## src/rtl/acc_cpu_core_if.sv

```systemverilog
// -----------------------------------------------------------------------------
// acc_cpu_core_if
//   Unified program/data memory bus between the accumulator core and memory.
//   A req/ack handshake: the master raises mem_req with mem_we/mem_addr/
//   mem_wdata and holds them stable until the edge on which mem_ack is high.
//   mem_ack may be high in the same cycle mem_req rises (zero wait states).
//
//   mem_req    master -> slave   access request
//   mem_we     master -> slave   1 = write mem_wdata, 0 = read
//   mem_addr   master -> slave   access address (ADDR_W)
//   mem_wdata  master -> slave   store data (DATA_W)
//   mem_rdata  slave  -> master  read data, sampled on the ack edge (DATA_W)
//   mem_ack    slave  -> master  access completes this cycle
// -----------------------------------------------------------------------------
interface acc_cpu_core_if #(
   parameter int DATA_W = 16,
   parameter int ADDR_W = 8
);
   logic              mem_req;
   logic              mem_we;
   logic [ADDR_W-1:0] mem_addr;
   logic [DATA_W-1:0] mem_wdata;
   logic [DATA_W-1:0] mem_rdata;
   logic              mem_ack;

   modport master (
      output mem_req,
      output mem_we,
      output mem_addr,
      output mem_wdata,
      input  mem_rdata,
      input  mem_ack
   );

   modport slave (
      input  mem_req,
      input  mem_we,
      input  mem_addr,
      input  mem_wdata,
      output mem_rdata,
      output mem_ack
   );
endinterface

```

## src/rtl/acc_cpu_core.sv

```systemverilog
// -----------------------------------------------------------------------------
// acc_cpu_core
//   Single-accumulator CPU core. Fetches and executes instructions from a
//   unified memory over a req/ack bus, keeps Z/N/C/V status flags and stops
//   in a HALT state until reset.
//
//   Instruction word: opcode = instr[DATA_W-1 -: 4], operand A = instr[ADDR_W-1:0]
//   DATA_W must be >= ADDR_W+4 so the two fields do not overlap.
//
//   clk        in   1        clock, rising edge
//   rst_n      in   1        asynchronous active-low reset
//   bus        master modport of acc_cpu_core_if (mem_req/we/addr/wdata/rdata/ack)
//   halted     out  1        core is in HALT
//   pc_dbg     out  ADDR_W   current PC
//   acc_dbg    out  DATA_W   current ACC
//   flags_dbg  out  4        {Z,N,C,V}
// -----------------------------------------------------------------------------
module acc_cpu_core #(
   parameter int                DATA_W   = 16,
   parameter int                ADDR_W   = 8,
   parameter logic [ADDR_W-1:0] RESET_PC = {ADDR_W{1'b0}}
) (
   input  logic                 clk,
   input  logic                 rst_n,
   acc_cpu_core_if.master       bus,
   output logic                 halted,
   output logic [ADDR_W-1:0]    pc_dbg,
   output logic [DATA_W-1:0]    acc_dbg,
   output logic [3:0]           flags_dbg
);

   localparam int MSB = DATA_W - 1;

   localparam logic [3:0] OP_LOAD  = 4'h1;
   localparam logic [3:0] OP_STORE = 4'h2;
   localparam logic [3:0] OP_ADD   = 4'h3;
   localparam logic [3:0] OP_SUB   = 4'h4;
   localparam logic [3:0] OP_AND   = 4'h5;
   localparam logic [3:0] OP_OR    = 4'h6;
   localparam logic [3:0] OP_NOT   = 4'h7;
   localparam logic [3:0] OP_SHR   = 4'h8;
   localparam logic [3:0] OP_SHL   = 4'h9;
   localparam logic [3:0] OP_JMP   = 4'hA;
   localparam logic [3:0] OP_JGEZ  = 4'hB;
   localparam logic [3:0] OP_JZ    = 4'hC;
   localparam logic [3:0] OP_HALT  = 4'hF;

   typedef enum logic [1:0] {
      ST_IDLE  = 2'd0,
      ST_FETCH = 2'd1,
      ST_EXEC  = 2'd2,
      ST_HALT  = 2'd3
   } state_t;

   state_t            state_q, state_d;
   logic [ADDR_W-1:0] pc_q, pc_d;
   logic [DATA_W-1:0] acc_q, acc_d;
   logic [3:0]        op_q, op_d;       // opcode field of IR
   logic [ADDR_W-1:0] opa_q, opa_d;     // operand field of IR
   logic [3:0]        flags_q, flags_d; // {Z,N,C,V}
   logic              req_q, req_d;
   logic              we_q, we_d;
   logic [ADDR_W-1:0] addr_q, addr_d;
   logic [DATA_W-1:0] wdata_q, wdata_d;
   logic              halted_q, halted_d;

   logic [ADDR_W-1:0] pc_inc_s;
   logic [ADDR_W-1:0] fetch_next_s;
   logic [3:0]        fetch_op_s;
   logic              acked_s;

   // Opcodes 1..6 need a second (data) bus access during EXEC.
   function automatic logic is_mem_op(input logic [3:0] op);
      return (op >= OP_LOAD) && (op <= OP_OR);
   endfunction

   // Conditional/unconditional jump decision using flags as they stand now.
   function automatic logic jump_taken(input logic [3:0] op, input logic [3:0] fl);
      logic taken;
      case (op)
         OP_JMP:  taken = 1'b1;
         OP_JGEZ: taken = ~fl[2];
         OP_JZ:   taken = fl[3];
         default: taken = 1'b0;
      endcase
      return taken;
   endfunction

   // ALU: returns {flags, acc} after executing op; ops that do not touch
   // ACC/flags (STORE, jumps, NOP, HALT) return the inputs unchanged.
   function automatic logic [DATA_W+3:0] alu_f(
      input logic [3:0]        op,
      input logic [DATA_W-1:0] a,
      input logic [DATA_W-1:0] m,
      input logic [3:0]        fl
   );
      logic [DATA_W-1:0] r;
      logic [DATA_W:0]   w;
      logic              c;
      logic              v;
      logic              upd;
      r   = a;
      w   = {(DATA_W+1){1'b0}};
      c   = fl[1];
      v   = fl[0];
      upd = 1'b1;
      case (op)
         OP_LOAD: begin r = m; v = 1'b0; end
         OP_ADD: begin
            w = {1'b0, a} + {1'b0, m};
            r = w[MSB:0];
            c = w[DATA_W];
            v = (a[MSB] == m[MSB]) && (r[MSB] != a[MSB]);
         end
         OP_SUB: begin
            r = a - m;
            c = (a >= m);              // 1 = no borrow
            v = (a[MSB] != m[MSB]) && (r[MSB] != a[MSB]);
         end
         OP_AND: begin r = a & m; v = 1'b0; end
         OP_OR:  begin r = a | m; v = 1'b0; end
         OP_NOT: begin r = ~a;    v = 1'b0; end
         OP_SHR: begin r = {1'b0, a[MSB:1]}; c = a[0];   v = 1'b0; end
         OP_SHL: begin r = {a[MSB-1:0], 1'b0}; c = a[MSB]; v = 1'b0; end
         default: upd = 1'b0;
      endcase
      if (upd) begin
         return {(r == {DATA_W{1'b0}}), r[MSB], c, v, r};
      end else begin
         return {fl, a};
      end
   endfunction

   // State register and all architectural/bus registers.
   always_ff @(posedge clk or negedge rst_n) begin
      if (!rst_n) begin
         state_q  <= ST_IDLE;
         pc_q     <= RESET_PC;
         acc_q    <= {DATA_W{1'b0}};
         op_q     <= 4'h0;
         opa_q    <= {ADDR_W{1'b0}};
         flags_q  <= 4'h0;
         req_q    <= 1'b0;
         we_q     <= 1'b0;
         addr_q   <= {ADDR_W{1'b0}};
         wdata_q  <= {DATA_W{1'b0}};
         halted_q <= 1'b0;
      end else begin
         state_q  <= state_d;
         pc_q     <= pc_d;
         acc_q    <= acc_d;
         op_q     <= op_d;
         opa_q    <= opa_d;
         flags_q  <= flags_d;
         req_q    <= req_d;
         we_q     <= we_d;
         addr_q   <= addr_d;
         wdata_q  <= wdata_d;
         halted_q <= halted_d;
      end
   end

   // Next-state logic. Bus outputs are registered, so each transition sets up
   // the request for the following state: a fetch that returns a memory op
   // already drives the data access in the first EXEC cycle, which keeps
   // zero-wait execution at two cycles per instruction.
   always_comb begin
      state_d      = state_q;
      pc_d         = pc_q;
      acc_d        = acc_q;
      op_d         = op_q;
      opa_d        = opa_q;
      flags_d      = flags_q;
      req_d        = req_q;
      we_d         = we_q;
      addr_d       = addr_q;
      wdata_d      = wdata_q;
      halted_d     = halted_q;
      pc_inc_s     = pc_q + {{(ADDR_W-1){1'b0}}, 1'b1};
      fetch_op_s   = bus.mem_rdata[MSB -: 4];
      acked_s      = req_q & bus.mem_ack;
      fetch_next_s = pc_q;

      case (state_q)
         ST_IDLE: begin
            state_d = ST_FETCH;
            req_d   = 1'b1;
            we_d    = 1'b0;
            addr_d  = pc_q;
         end

         ST_FETCH: begin
            if (acked_s) begin
               op_d    = fetch_op_s;
               opa_d   = bus.mem_rdata[ADDR_W-1:0];
               pc_d    = pc_inc_s;
               state_d = ST_EXEC;
               if (is_mem_op(fetch_op_s)) begin
                  req_d   = 1'b1;
                  we_d    = (fetch_op_s == OP_STORE);
                  addr_d  = bus.mem_rdata[ADDR_W-1:0];
                  wdata_d = acc_q;
               end else begin
                  req_d = 1'b0;
                  we_d  = 1'b0;
               end
            end else begin
               state_d = ST_FETCH;
            end
         end

         ST_EXEC: begin
            if (is_mem_op(op_q)) begin
               if (acked_s) begin
                  {flags_d, acc_d} = alu_f(op_q, acc_q, bus.mem_rdata, flags_q);
                  state_d = ST_FETCH;
                  req_d   = 1'b1;
                  we_d    = 1'b0;
                  addr_d  = pc_q;
               end else begin
                  state_d = ST_EXEC;
               end
            end else if (op_q == OP_HALT) begin
               state_d  = ST_HALT;
               req_d    = 1'b0;
               we_d     = 1'b0;
               halted_d = 1'b1;
            end else begin
               // A taken jump replaces the PC already incremented at fetch.
               if (jump_taken(op_q, flags_q)) begin
                  fetch_next_s = opa_q;
               end else begin
                  fetch_next_s = pc_q;
               end
               {flags_d, acc_d} = alu_f(op_q, acc_q, bus.mem_rdata, flags_q);
               pc_d    = fetch_next_s;
               state_d = ST_FETCH;
               req_d   = 1'b1;
               we_d    = 1'b0;
               addr_d  = fetch_next_s;
            end
         end

         ST_HALT: begin
            state_d  = ST_HALT;
            req_d    = 1'b0;
            we_d     = 1'b0;
            halted_d = 1'b1;
         end

         default: begin
            state_d  = ST_IDLE;
            req_d    = 1'b0;
            we_d     = 1'b0;
            halted_d = 1'b0;
         end
      endcase
   end

   assign bus.mem_req   = req_q;
   assign bus.mem_we    = we_q;
   assign bus.mem_addr  = addr_q;
   assign bus.mem_wdata = wdata_q;
   assign halted        = halted_q;
   assign pc_dbg        = pc_q;
   assign acc_dbg       = acc_q;
   assign flags_dbg     = flags_q;

endmodule

```

## src/flat_wrapper.sv

```systemverilog
// flat-port wrapper written by rule: the top's interface ports become plain ports
module acc_cpu_core_flat 
#(
   parameter int                DATA_W   = 16,
   parameter int                ADDR_W   = 8,
   parameter logic [ADDR_W-1:0] RESET_PC = {ADDR_W{1'b0}}
)
  (clk, rst_n, halted, pc_dbg, acc_dbg, flags_dbg, bus_mem_req, bus_mem_we, bus_mem_addr, bus_mem_wdata, bus_mem_rdata, bus_mem_ack);
  acc_cpu_core_if #(.DATA_W(DATA_W), .ADDR_W(ADDR_W)) bus_i ();
  input  logic clk;
  input  logic rst_n;
  output logic halted;
  output logic [ADDR_W-1:0] pc_dbg;
  output logic [DATA_W-1:0] acc_dbg;
  output logic [3:0] flags_dbg;
  output wire logic [$bits(bus_i.mem_req)-1:0] bus_mem_req;
  output wire logic [$bits(bus_i.mem_we)-1:0] bus_mem_we;
  output wire logic [$bits(bus_i.mem_addr)-1:0] bus_mem_addr;
  output wire logic [$bits(bus_i.mem_wdata)-1:0] bus_mem_wdata;
  input wire logic [$bits(bus_i.mem_rdata)-1:0] bus_mem_rdata;
  input wire logic [$bits(bus_i.mem_ack)-1:0] bus_mem_ack;
  assign bus_mem_req = bus_i.mem_req;
  assign bus_mem_we = bus_i.mem_we;
  assign bus_mem_addr = bus_i.mem_addr;
  assign bus_mem_wdata = bus_i.mem_wdata;
  assign bus_i.mem_rdata = bus_mem_rdata;
  assign bus_i.mem_ack = bus_mem_ack;
  acc_cpu_core #(.DATA_W(DATA_W), .ADDR_W(ADDR_W), .RESET_PC(RESET_PC)) u_core (.clk(clk), .rst_n(rst_n), .bus(bus_i), .halted(halted), .pc_dbg(pc_dbg), .acc_dbg(acc_dbg), .flags_dbg(flags_dbg));
endmodule
```

## config.mk

```make
export PLATFORM = sky130hd
export DESIGN_NAME = acc_cpu_core_flat
export DESIGN_NICKNAME = d
export VERILOG_FILES = /design/src/rtl/acc_cpu_core_if.sv /design/src/rtl/acc_cpu_core.sv /design/src/flat_wrapper.sv
export SDC_FILE = /design/constraint.sdc
export NUM_CORES = 1
export LEC_CHECK = 0
export CELL_PAD_IN_SITES_DETAIL_PLACEMENT = 1
export CELL_PAD_IN_SITES_GLOBAL_PLACEMENT = 2
export CORE_AREA = 2 2 147 149
export CTS_CLUSTER_DIAMETER = 50
export DETAILED_ROUTE_END_ITERATION = 10
export DIE_AREA = 0 0 149 151
export PLACE_DENSITY_LB_ADDON = 0.25
export SYNTH_ARGS = -nofsm -noshare
export SYNTH_HDL_FRONTEND = slang
export SYNTH_SLANG_ARGS = --single-unit
```

## constraint.sdc

```tcl
create_clock -name clk -period 2.68 [get_ports clk]
set_clock_uncertainty 0.15 [all_clocks]
set_input_delay 0.268 -clock clk [delete_from_list [all_inputs] [get_ports clk]]
set_output_delay 0.268 -clock clk [all_outputs]
set_load 0.05 [all_outputs]
```

==> results.txt, run 1 <==
----------------------------------------------------
[Run status]
  Outcome ... finished with violations
  Violated checks ... negative setup slack

[Pwr]
  Part of the power in combinational logic ... 0.776
  Fraction of power spent switching nets ... 0.503
  Design internal power ... 7.01 mW
  Sequential power share ... 0.131
  Leakage power summed over all cells ... 4.54 nW
  Power dissipated by switching net loads ... 7.08 mW
  Peak VDD IR ... 0.000607 V
  PwrDens ... 1390 nW/µm²
  Tot Pwr ... 14.1 mW
  Clock power frac ... 0.093

[Final layout]
  Core occupancy in the finished layout ... 0.487
  Post-layout instance count excluding filler cells ... 1371
  Flip-flop and latch area ... 1720 µm²
  Multi-input gate area ... 4730 µm²
  Antenna diode count ... 0
  Ratio of cells with drive above 1 in the final layout ... 0.371
  Final net count ... 1168
  FILL cells ... 2494
  Final instance area ... 10100 µm²
  Area growth, synth to finish ... 59.0%

[Yosys]
  Fraction of registers with async set/reset ... 1.00
  Largest area contributor in the netlist ... sky130_fd_sc_hd__dfrtp_1
  Yosys reg bits ... 68
  Unique masters post-synth ... 81
  Combined area of all synthesized cells ... 6370 µm²
  Total of warnings raised by yosys ... 0
  Synthesized netlist cell count ... 784
  Proportion of synthesized area in mux cells ... 0.0667
  Main combinational cell family by area after synthesis ... compound AO/OA/AOI/OAI gates
  Predominant post-synthesis flop cell ... sky130_fd_sc_hd__dfrtp_1
  Number of flops mapped to enable cells by yosys ... 0
  Post-Synth XOR/XNOR Area ... 0.00550
  Net count after synthesis ... 861
  Sequential element share of the synthesized area ... 0.267
  Fraction of the mapped netlist area in adder cells ... 0.116
  Mean instance size in the synthesized netlist ... 8.13 µm²
  Post-synthesis simple-gate area fraction ... 0.190
  Top cell type's share of synthesized area ... 0.267
  Cells taking the most area after synthesis ... sky130_fd_sc_hd__dfrtp_1, sky130_fd_sc_hd__ha_1, sky130_fd_sc_hd__nand2_1
  Compound-Gate Fraction of Synth Area ... 0.285

[Worst setup path]
  Critical path data required time ... 2.75 ns
  Largest driver fanout on the critical path ... 4
  Worst Setup End Kind ... flop
  Critical path data arrival time ... 3.31 ns
  Worst setup path class ... in -> reg
  Type of element launching the critical path ... input pin

[Timing]
  Transition time of the tightest slew-check pin ... 0.894 ns
  Number of endpoints with negative hold slack in the final report ... 0
  Setup repair after global routing missed its margin ... true
  Count of final max-slew check failures ... 0
  Worst hold-check slack ... 0.310 ns
  Min setup slack post-route ... -0.559 ns
  Final setup violation count ... 11
  Final worst path period need ... 3.24 ns
  Relative max-transition margin ... 0.402
  Upper clock frequency limit ... 309 MHz
  Final cycle utilization of the critical path ... 1.21

[Clock network]
  Max Root-Sink Buffers ... 2
  Clock transition at path regs ... 0.07 ns
  Clock root buffer master ... sky130_fd_sc_hd__clkbuf_16
  Latest clock arrival within the worst-skew pair ... 0.35 ns
  Clock tree sinks ... 68
  H-tree depth ... 3
  TritonCTS clock tree ... built
  Number of buffers added by the clock tree synthesis step ... 9

[Die]
  Num ports ... 74
  Initial cell density of the core ... 0.306
  Core Region ... 20800 µm²
  Std-Cell Rows ... 53
  Overall die height ... 151 µm
  Die W ... 149 µm
  Die ar. ... 22500 µm²

[GRT]
  Wire length of the first global-routing pass ... 46900 µm
  Gr ovfl total ... 0
  Pin count of the biggest net entering global routing ... 69
  Global-route usage over all layers ... 0.271
  Met1 track utilization from global routing ... 0.337
  Number of global-route vias before repair ... 8209
  Global routing usage on met3 ... 0.0292
  Number of antenna violations at the first check in global routing ... 0
  Global-route track usage on met2 ... 0.489
  Busiest metal layer after global routing ... met2

[Hold path]
  Hold WC Path Type ... in -> async

[Placed design]
  Port-buffer cells ... 73
  Instance area at placement ... 9310 µm²
  Gp weighted congestion ... 0.971
  Instance count after placement with tap cells included ... 1339
  HPWL Detailed ... 23300 µm

[Routing]
  DRT antenna net count ... 0
  Via count ... 7728
  Vias per inst ... 5.64
  Final routed wire length divided by cell count ... 22.2 µm
  Length of the first detailed-routing pass in iterations ... 5
  Post-detailed-route DRC marker count ... 0
  Routed WL ... 30400 µm
  1st-iter DRT viols ... 441

[Job]
  Max Cap Violations ... 0

----------------------------------------------------
[flip-flops by register name, summed over array words and instances, names as in the netlist]
| register | cells |
|---|---|
| u_core.bus.mem_wdata | 16 |
| u_core.acc_dbg | 15 |
| u_core.bus.mem_addr | 8 |
| u_core.opa_q | 8 |
| u_core.pc_dbg | 8 |
| u_core.flags_dbg | 4 |
| u_core.op_q | 4 |
| u_core.state_q | 2 |
| u_core.bus.mem_req | 1 |
| u_core.bus.mem_we | 1 |
| u_core.halted | 1 |
[what timing repair did]
item                                   CTS  global route
endpoints found under the hold margin   68             0
pin swaps                               15            12
resized for setup                       38            47
setup buffers                           11             6
hold buffers                             1             0
setup endpoints to repair               12            19
gates cloned                             0             1
[stage by stage]
| step | worst slack [ns] | TNS [ns] |
|---|---|---|
| 5_1_grt | -0.667 | -4.97 |
| 4_1_cts | -0.535 | -3.69 |
| 6_report | -0.559 | -3.55 |
| 3_5_place_dp | -1.22 | -9.89 |
| 2_1_floorplan | -0.280 | -0.909 |
| 3_3_place_gp | -1.03 | -8.74 |
[cell type report]
type                       instances  area share
clock buffer                       9      0.0222
clock inverter                     7     0.00802
inverter                          58      0.0215
multi-input combinational        612       0.466
sequential                        68       0.170
tap                              275      0.0339
timing repair buffer             342       0.278
[Yosys cell counts (7+ instances only)]
cell and n:
sky130_fd_sc_hd__o221ai_1 9, sky130_fd_sc_hd__mux2i_1 20, sky130_fd_sc_hd__inv_1 55, sky130_fd_sc_hd__o211ai_1 11, sky130_fd_sc_hd__a211oi_1 9, sky130_fd_sc_hd__nand2_1 89, sky130_fd_sc_hd__mux2_2 20, sky130_fd_sc_hd__nand2b_1 12
sky130_fd_sc_hd__a21o_1 9, sky130_fd_sc_hd__nor2_1 43, sky130_fd_sc_hd__dfrtp_1 68, sky130_fd_sc_hd__o22ai_1 26, sky130_fd_sc_hd__clkbuf_1 24, sky130_fd_sc_hd__nand3_1 22, sky130_fd_sc_hd__a22oi_1 10, sky130_fd_sc_hd__buf_2 11
sky130_fd_sc_hd__o21ai_0 60, sky130_fd_sc_hd__a31oi_1 7, sky130_fd_sc_hd__ha_1 56, sky130_fd_sc_hd__a21oi_1 45, sky130_fd_sc_hd__buf_4 8, sky130_fd_sc_hd__nor3_1 17, sky130_fd_sc_hd__and3_1 11, sky130_fd_sc_hd__nor2b_1 8
[layout by cell type, fill, tap and decap left out, types with 8 or more instances in the layout]
| cell | synthesis | final |
|---|---|---|
| sky130_fd_sc_hd__ha_1 | 56 | 47 |
| sky130_fd_sc_hd__and3_1 | 11 | 11 |
| sky130_fd_sc_hd__o21ai_0 | 60 | 52 |
| sky130_fd_sc_hd__nand3_1 | 22 | 22 |
| sky130_fd_sc_hd__inv_2 | 0 | 9 |
| sky130_fd_sc_hd__a22oi_1 | 10 | 10 |
| sky130_fd_sc_hd__nand2_1 | 89 | 87 |
| sky130_fd_sc_hd__nor3_1 | 17 | 15 |
| sky130_fd_sc_hd__dfrtp_2 | 0 | 13 |
| sky130_fd_sc_hd__nor2_1 | 43 | 41 |
| sky130_fd_sc_hd__o22ai_1 | 26 | 26 |
| sky130_fd_sc_hd__dfrtp_1 | 68 | 54 |
| sky130_fd_sc_hd__clkbuf_16 | 0 | 9 |
| sky130_fd_sc_hd__ha_4 | 0 | 8 |
| sky130_fd_sc_hd__nand2b_1 | 12 | 12 |
| sky130_fd_sc_hd__a21oi_1 | 45 | 38 |
| sky130_fd_sc_hd__a21o_1 | 9 | 8 |
| sky130_fd_sc_hd__mux2_2 | 20 | 20 |
| sky130_fd_sc_hd__clkdlybuf4s50_1 | 0 | 70 |
| sky130_fd_sc_hd__o21ai_1 | 5 | 8 |
| sky130_fd_sc_hd__inv_1 | 55 | 46 |
| sky130_fd_sc_hd__mux2i_1 | 20 | 19 |
| sky130_fd_sc_hd__buf_4 | 8 | 259 |
| sky130_fd_sc_hd__o211ai_1 | 11 | 11 |
[worst paths after layout]
| check | end | slack, ns | startpoint | depth (start not counted) |
|---|---|---|---|---|
| max in group asynchronous | u_core.acc_dbg[4]$_DFFE_PN0P_ | 1.68 | rst_n | 3 |
| worst min register to register | u_core.bus.mem_addr[6]$_DFFE_PN0P_ | 0.34 | u_core.bus.mem_addr[6]$_DFFE_PN0P_ | 2 |
| worst min-delay path | u_core.bus.mem_wdata[2]$_DFFE_PN0P_ | 0.31 | rst_n | 3 |
| worst max-delay path | u_core.flags_dbg[1]$_DFFE_PN0P_ | -0.56 | bus_mem_rdata[7] | 14 |
| worst max register to register | u_core.flags_dbg[1]$_DFFE_PN0P_ | -0.54 | u_core.acc_dbg[1]$_DFFE_PN0P_ | 13 |
| min in group clk | u_core.bus.mem_addr[6]$_DFFE_PN0P_ | 0.34 | u_core.bus.mem_addr[6]$_DFFE_PN0P_ | 2 |
[routing by layer]
| metal | wire, µm | up-vias |
|---|---|---|
| met5 | 0 | - |
| met4 | 963 | 0 |
| met3 | 1380 | 67 |
| met2 | 15300 | 243 |
| met1 | 12800 | 3898 |
| li1 | - | 3520 |
[worst max-delay path, stage by stage]
cell                              delay [ns]
sky130_fd_sc_hd__clkdlybuf4s50_1        0.48
sky130_fd_sc_hd__inv_1                  0.07
sky130_fd_sc_hd__ha_2                   0.41
sky130_fd_sc_hd__buf_4                  0.15
sky130_fd_sc_hd__nand2b_1               0.10
sky130_fd_sc_hd__and3_1                 0.20
sky130_fd_sc_hd__a2111o_1               0.44
sky130_fd_sc_hd__a21oi_2                0.20
sky130_fd_sc_hd__buf_4                  0.14
sky130_fd_sc_hd__a21oi_2                0.05
sky130_fd_sc_hd__o311a_1                0.33
sky130_fd_sc_hd__nor4_2                 0.22
sky130_fd_sc_hd__o311a_1                0.19
sky130_fd_sc_hd__o21ai_2                0.05
[logic make-up after synthesis]
logic type,after synthesis
AOI/OAI and AO/OA,266
xor gates and xnor gates,4
adders and majority gates,58
buffers and inverters,104
DFF,68
muxes,40
and+or+nand+nor,244
[power groups by stage]
stage          Clock, mW  Combinational [mW]  Sequential (mW)
5_1_grt             1.37                11.6             1.91
4_1_cts             1.34                10.4             1.84
6_report            1.32                10.9             1.84
2_1_floorplan          0                4.15             2.95
3_3_place_gp           0                9.66             1.81
3_5_place_dp           0                9.88             1.85
Power figures use the tool's default switching activity.
==> run 2: changes to the inputs <==
==> constraint.sdc (replaced) <==
create_clock -name clk -period 2.68 [get_ports clk]
set_clock_uncertainty 0.15 [all_clocks]
set_input_delay 0.536 -clock clk [delete_from_list [all_inputs] [get_ports clk]]
set_output_delay 0.536 -clock clk [all_outputs]
set_load 0.05 [all_outputs]
==> run 2 against run 1 <==
Effect of this change:
- the flow still finishes with violations (negative setup slack)
- largest cell class unchanged
- fmax is 1.4% higher
- sequential power is essentially flat
- critical path type is now reg -> reg
- combinational power increased by 9%
- first-iteration DRC count is 2.0% higher
- cell count up 1.0%
- utilization increased by 2.9 points
- routed wire length increased by 6.1%
- sequential cell count unchanged
- via count increased by 1.4%
- critical path depth shrank 3
- hold slack worse by 0.29 ns
- die area unchanged
==> results.txt, run 2 (synthesis results as in run 1) <==
----------------------------------------------------
[Timing]
  Final setup violation count ... 12 (+1)
  Final worst path period need ... 3.19 ns (-0.0460 ns)
  Count of final max-slew check failures ... 0 (unchanged)
  Upper clock frequency limit ... 313 MHz (+1.4%)
  Transition time of the tightest slew-check pin ... 0.934 ns (+0.0393 ns)
  Setup repair after global routing missed its margin ... true
  Relative max-transition margin ... 0.375 (-0.0273)
  Final cycle utilization of the critical path ... 1.19 (-0.0172)
  Min setup slack post-route ... -0.513 ns (+0.0460 ns)
  Number of endpoints with negative hold slack in the final report ... 0 (unchanged)

[GRT]
  Number of global-route vias before repair ... 8549 (+4.1%)
  Wire length of the first global-routing pass ... 48000 µm (+2.4%)
  Gr ovfl total ... 0 (unchanged)
  Global-route usage over all layers ... 0.279 (+0.00805)
  Number of antenna violations at the first check in global routing ... 0 (unchanged)
  Pin count of the biggest net entering global routing ... 34 (-51%)

[Placed design]
  HPWL Detailed ... 23400 µm (+0.51%)
  Pre-CTS WS ... -1.59 ns (-0.372 ns)
  Port-buffer cells ... 73 (unchanged)
  Instance count after placement with tap cells included ... 1336 (-0.22%)
  Gp weighted congestion ... 0.955 (-1.6%)

[Clock network]
  Cts-stage hold buffer count ... 0 (-1)
  H-tree depth ... 3 (unchanged)
  TritonCTS clock tree ... built
  Max Root-Sink Buffers ... 2 (unchanged)
  Clock root buffer master ... sky130_fd_sc_hd__clkbuf_16
  Clock transition at path regs ... 0.07 ns (about the same)
  Clock tree sinks ... 68 (unchanged)
  Number of buffers added by the clock tree synthesis step ... 9 (unchanged)
  Latest clock arrival within the worst-skew pair ... 0.36 ns (about the same)

[Worst setup path]
  Type of element launching the critical path ... flop
  Maximum single-stage delay on the critical path ... 0.51 ns (+0.03 ns)
  Master of the slowest instance on the critical path ... sky130_fd_sc_hd__dfrtp_4
  Depth of the worst register-to-register path ... 11 (-2)
  Critical path data arrival time ... 3.32 ns (about the same)
  Worst setup path class ... reg -> reg
  Register-to-register setup slack ... -0.51 ns (+0.03 ns)
  Reg2Reg Launch Point ... u_core.acc_dbg[1]$_DFFE_PN0P_
  Largest driver fanout on the critical path ... 5 (+1)
  Kind of cell with the highest combined delay on the critical path ... compound AO/OA/AOI/OAI gates
  Capture instance of the worst register-to-register path ... u_core.flags_dbg[3]$_DFFE_PN0P_
  Critical path data required time ... 2.81 ns (+0.06 ns)
  Worst Setup End Kind ... flop
  Crit path buf inv count ... 1 (-3)
  Crit path cell chain ... buf_6, fa_2, nand2b_4, a21oi_4, a211oi_4, o221ai_2, a21o_1, a2111oi_4, and4_4, o2111ai_2, o21ai_1

[Final layout]
  Post-layout instance count excluding filler cells ... 1385 (+1.0%)
  Commonest non-fill, non-tap cell in the layout ... sky130_fd_sc_hd__buf_4
  Number of flip-flops under the largest register name ... 16 (unchanged)
  Ratio of cells with drive above 1 in the final layout ... 0.437 (+0.0656)
  Final net count ... 1182 (+1.2%)
  Antenna diode count ... 0 (unchanged)
  Commonest cells after routing, fill and taps aside ... sky130_fd_sc_hd__buf_4, sky130_fd_sc_hd__nand2_1, sky130_fd_sc_hd__clkdlybuf4s50_1
  Area growth, synth to finish ... 68.5%

[Routing]
  Routed WL ... 32300 µm (+6.1%)
  Vias per inst ... 5.66 (+0.35%)
  Via count ... 7834 (+1.4%)
  DRT antenna net count ... 0 (unchanged)
  Final routed wire length divided by cell count ... 23.3 µm (+5.0%)
  Length of the first detailed-routing pass in iterations ... 6 (+1)
  1st-iter DRT viols ... 450 (+2.0%)
  Post-detailed-route DRC marker count ... 0 (unchanged)

[Die]
  Core Region ... 20800 µm² (unchanged)
  Overall die height ... 151 µm (unchanged)
  Initial cell density of the core ... 0.306 (unchanged)
  Die W ... 149 µm (unchanged)
  Num ports ... 74 (unchanged)
  Std-Cell Rows ... 53 (unchanged)
  Die ar. ... 22500 µm² (unchanged)

[Run status]
  Outcome ... finished with violations
  Violated checks ... negative setup slack

[Hold path]
  Hold WC Path Type ... in -> async

[Pwr]
  Peak VDD IR ... 0.000563 V (-7.2%)
  PwrDens ... 1400 nW/µm² (+0.71%)
  Leakage power summed over all cells ... 4.72 nW (+3.8%)

[Job]
  Max Cap Violations ... 0 (unchanged)

----------------------------------------------------
## run 2: cell count changes in the layout (fill, tap and decap cells not counted), sizes merged
cell	before	now
dlygate4sd2	2	4
clkinv	4	5
buf	268	284
inv	59	58
clkdlybuf4s15	1	5
dlymetal6s2s	0	1
dlygate4sd3	1	0
clkdlybuf4s50	70	62
## run 2: worst max path at each step
stage	startpoint	endpoint	cells past startpoint	slack (ns)
2_1_floorplan	bus_mem_rdata[2]	u_core.flags_dbg[3]$_DFFE_PN0P_	12	-0.29
3_3_place_gp	bus_mem_rdata[0]	u_core.flags_dbg[3]$_DFFE_PN0P_	12	-1.49
3_5_place_dp	bus_mem_rdata[1]	u_core.flags_dbg[3]$_DFFE_PN0P_	12	-1.59
4_1_cts	u_core.acc_dbg[0]$_DFFE_PN0P_	u_core.flags_dbg[1]$_DFFE_PN0P_	13	-0.53
5_1_grt	u_core.acc_dbg[0]$_DFFE_PN0P_	u_core.flags_dbg[3]$_DFFE_PN0P_	13	-0.58
6_report	u_core.acc_dbg[1]$_DFFE_PN0P_	u_core.flags_dbg[3]$_DFFE_PN0P_	11	-0.51
## run 2: report_power, final
| part | total, mW | switching [mW] | internal (mW) |
|---|---|---|---|
| clock | 1.30 | 0.568 | 0.735 |
| combinational | 11.9 | 6.69 | 5.24 |
| sequential | 1.82 | 0.360 | 1.46 |
## run 2: per-stage QoR
step	utilization	hold slack (ns)	setup TNS, ns	area [µm²]	power, mW
after global placement	0.447	0.315	-14.28	9300	11.4
after detailed placement	0.447	0.324	-14.80	9310	11.7
after global routing	0.516	0.0549	-4.09	10700	15.8
final	0.516	0.0227	-3.13	10700	15.0
after CTS	0.498	0.0352	-2.75	10400	14.2
after floorplan	-	0.0904	-0.872	6550	7.10
## run 2: routing by layer
metal / GRT usage / vias to the layer above / part of all wire
met4: 0.147 / 0 / 0.058
met5: 0 / - / 0
li1: - / 3548 / -
met3: 0.0470 / 115 / 0.042
met2: 0.490 / 257 / 0.50
met1: 0.327 / 3914 / 0.40
## run 2: area by class of cell
class | instances | area, µm²
Fill cell | 2437 | 10100
Multi-Input combinational cell | 612 | 5190
Timing Repair Buffer | 356 | 2960
Sequential cell | 68 | 1720
Tap cell | 275 | 344
Clock buffer | 9 | 225
Inverter | 58 | 218
Clock inverter | 7 | 81.3
## run 2: worst reg2reg max path, delay by kind of cell (launching register included)
kind / cells / cell delay (ns)
compound gates: 7 / 1.50
flops: 1 / 0.51
fa+ha+maj: 1 / 0.41
simple gates: 2 / 0.40
buf+inv: 1 / 0.15
## run 2: timing repair
action                                  4_1_cts  5_1_grt
endpoints found under the setup margin       15       15
pin swaps                                    49       53
resized for setup                           140       58
setup buffers                                25       11
==> run 3: changes to the inputs <==
- CAP_MARGIN: unset -> 10
==> results of run 3 <==
Same layout as run 2: the final DEF is identical, and so are final timing and power.
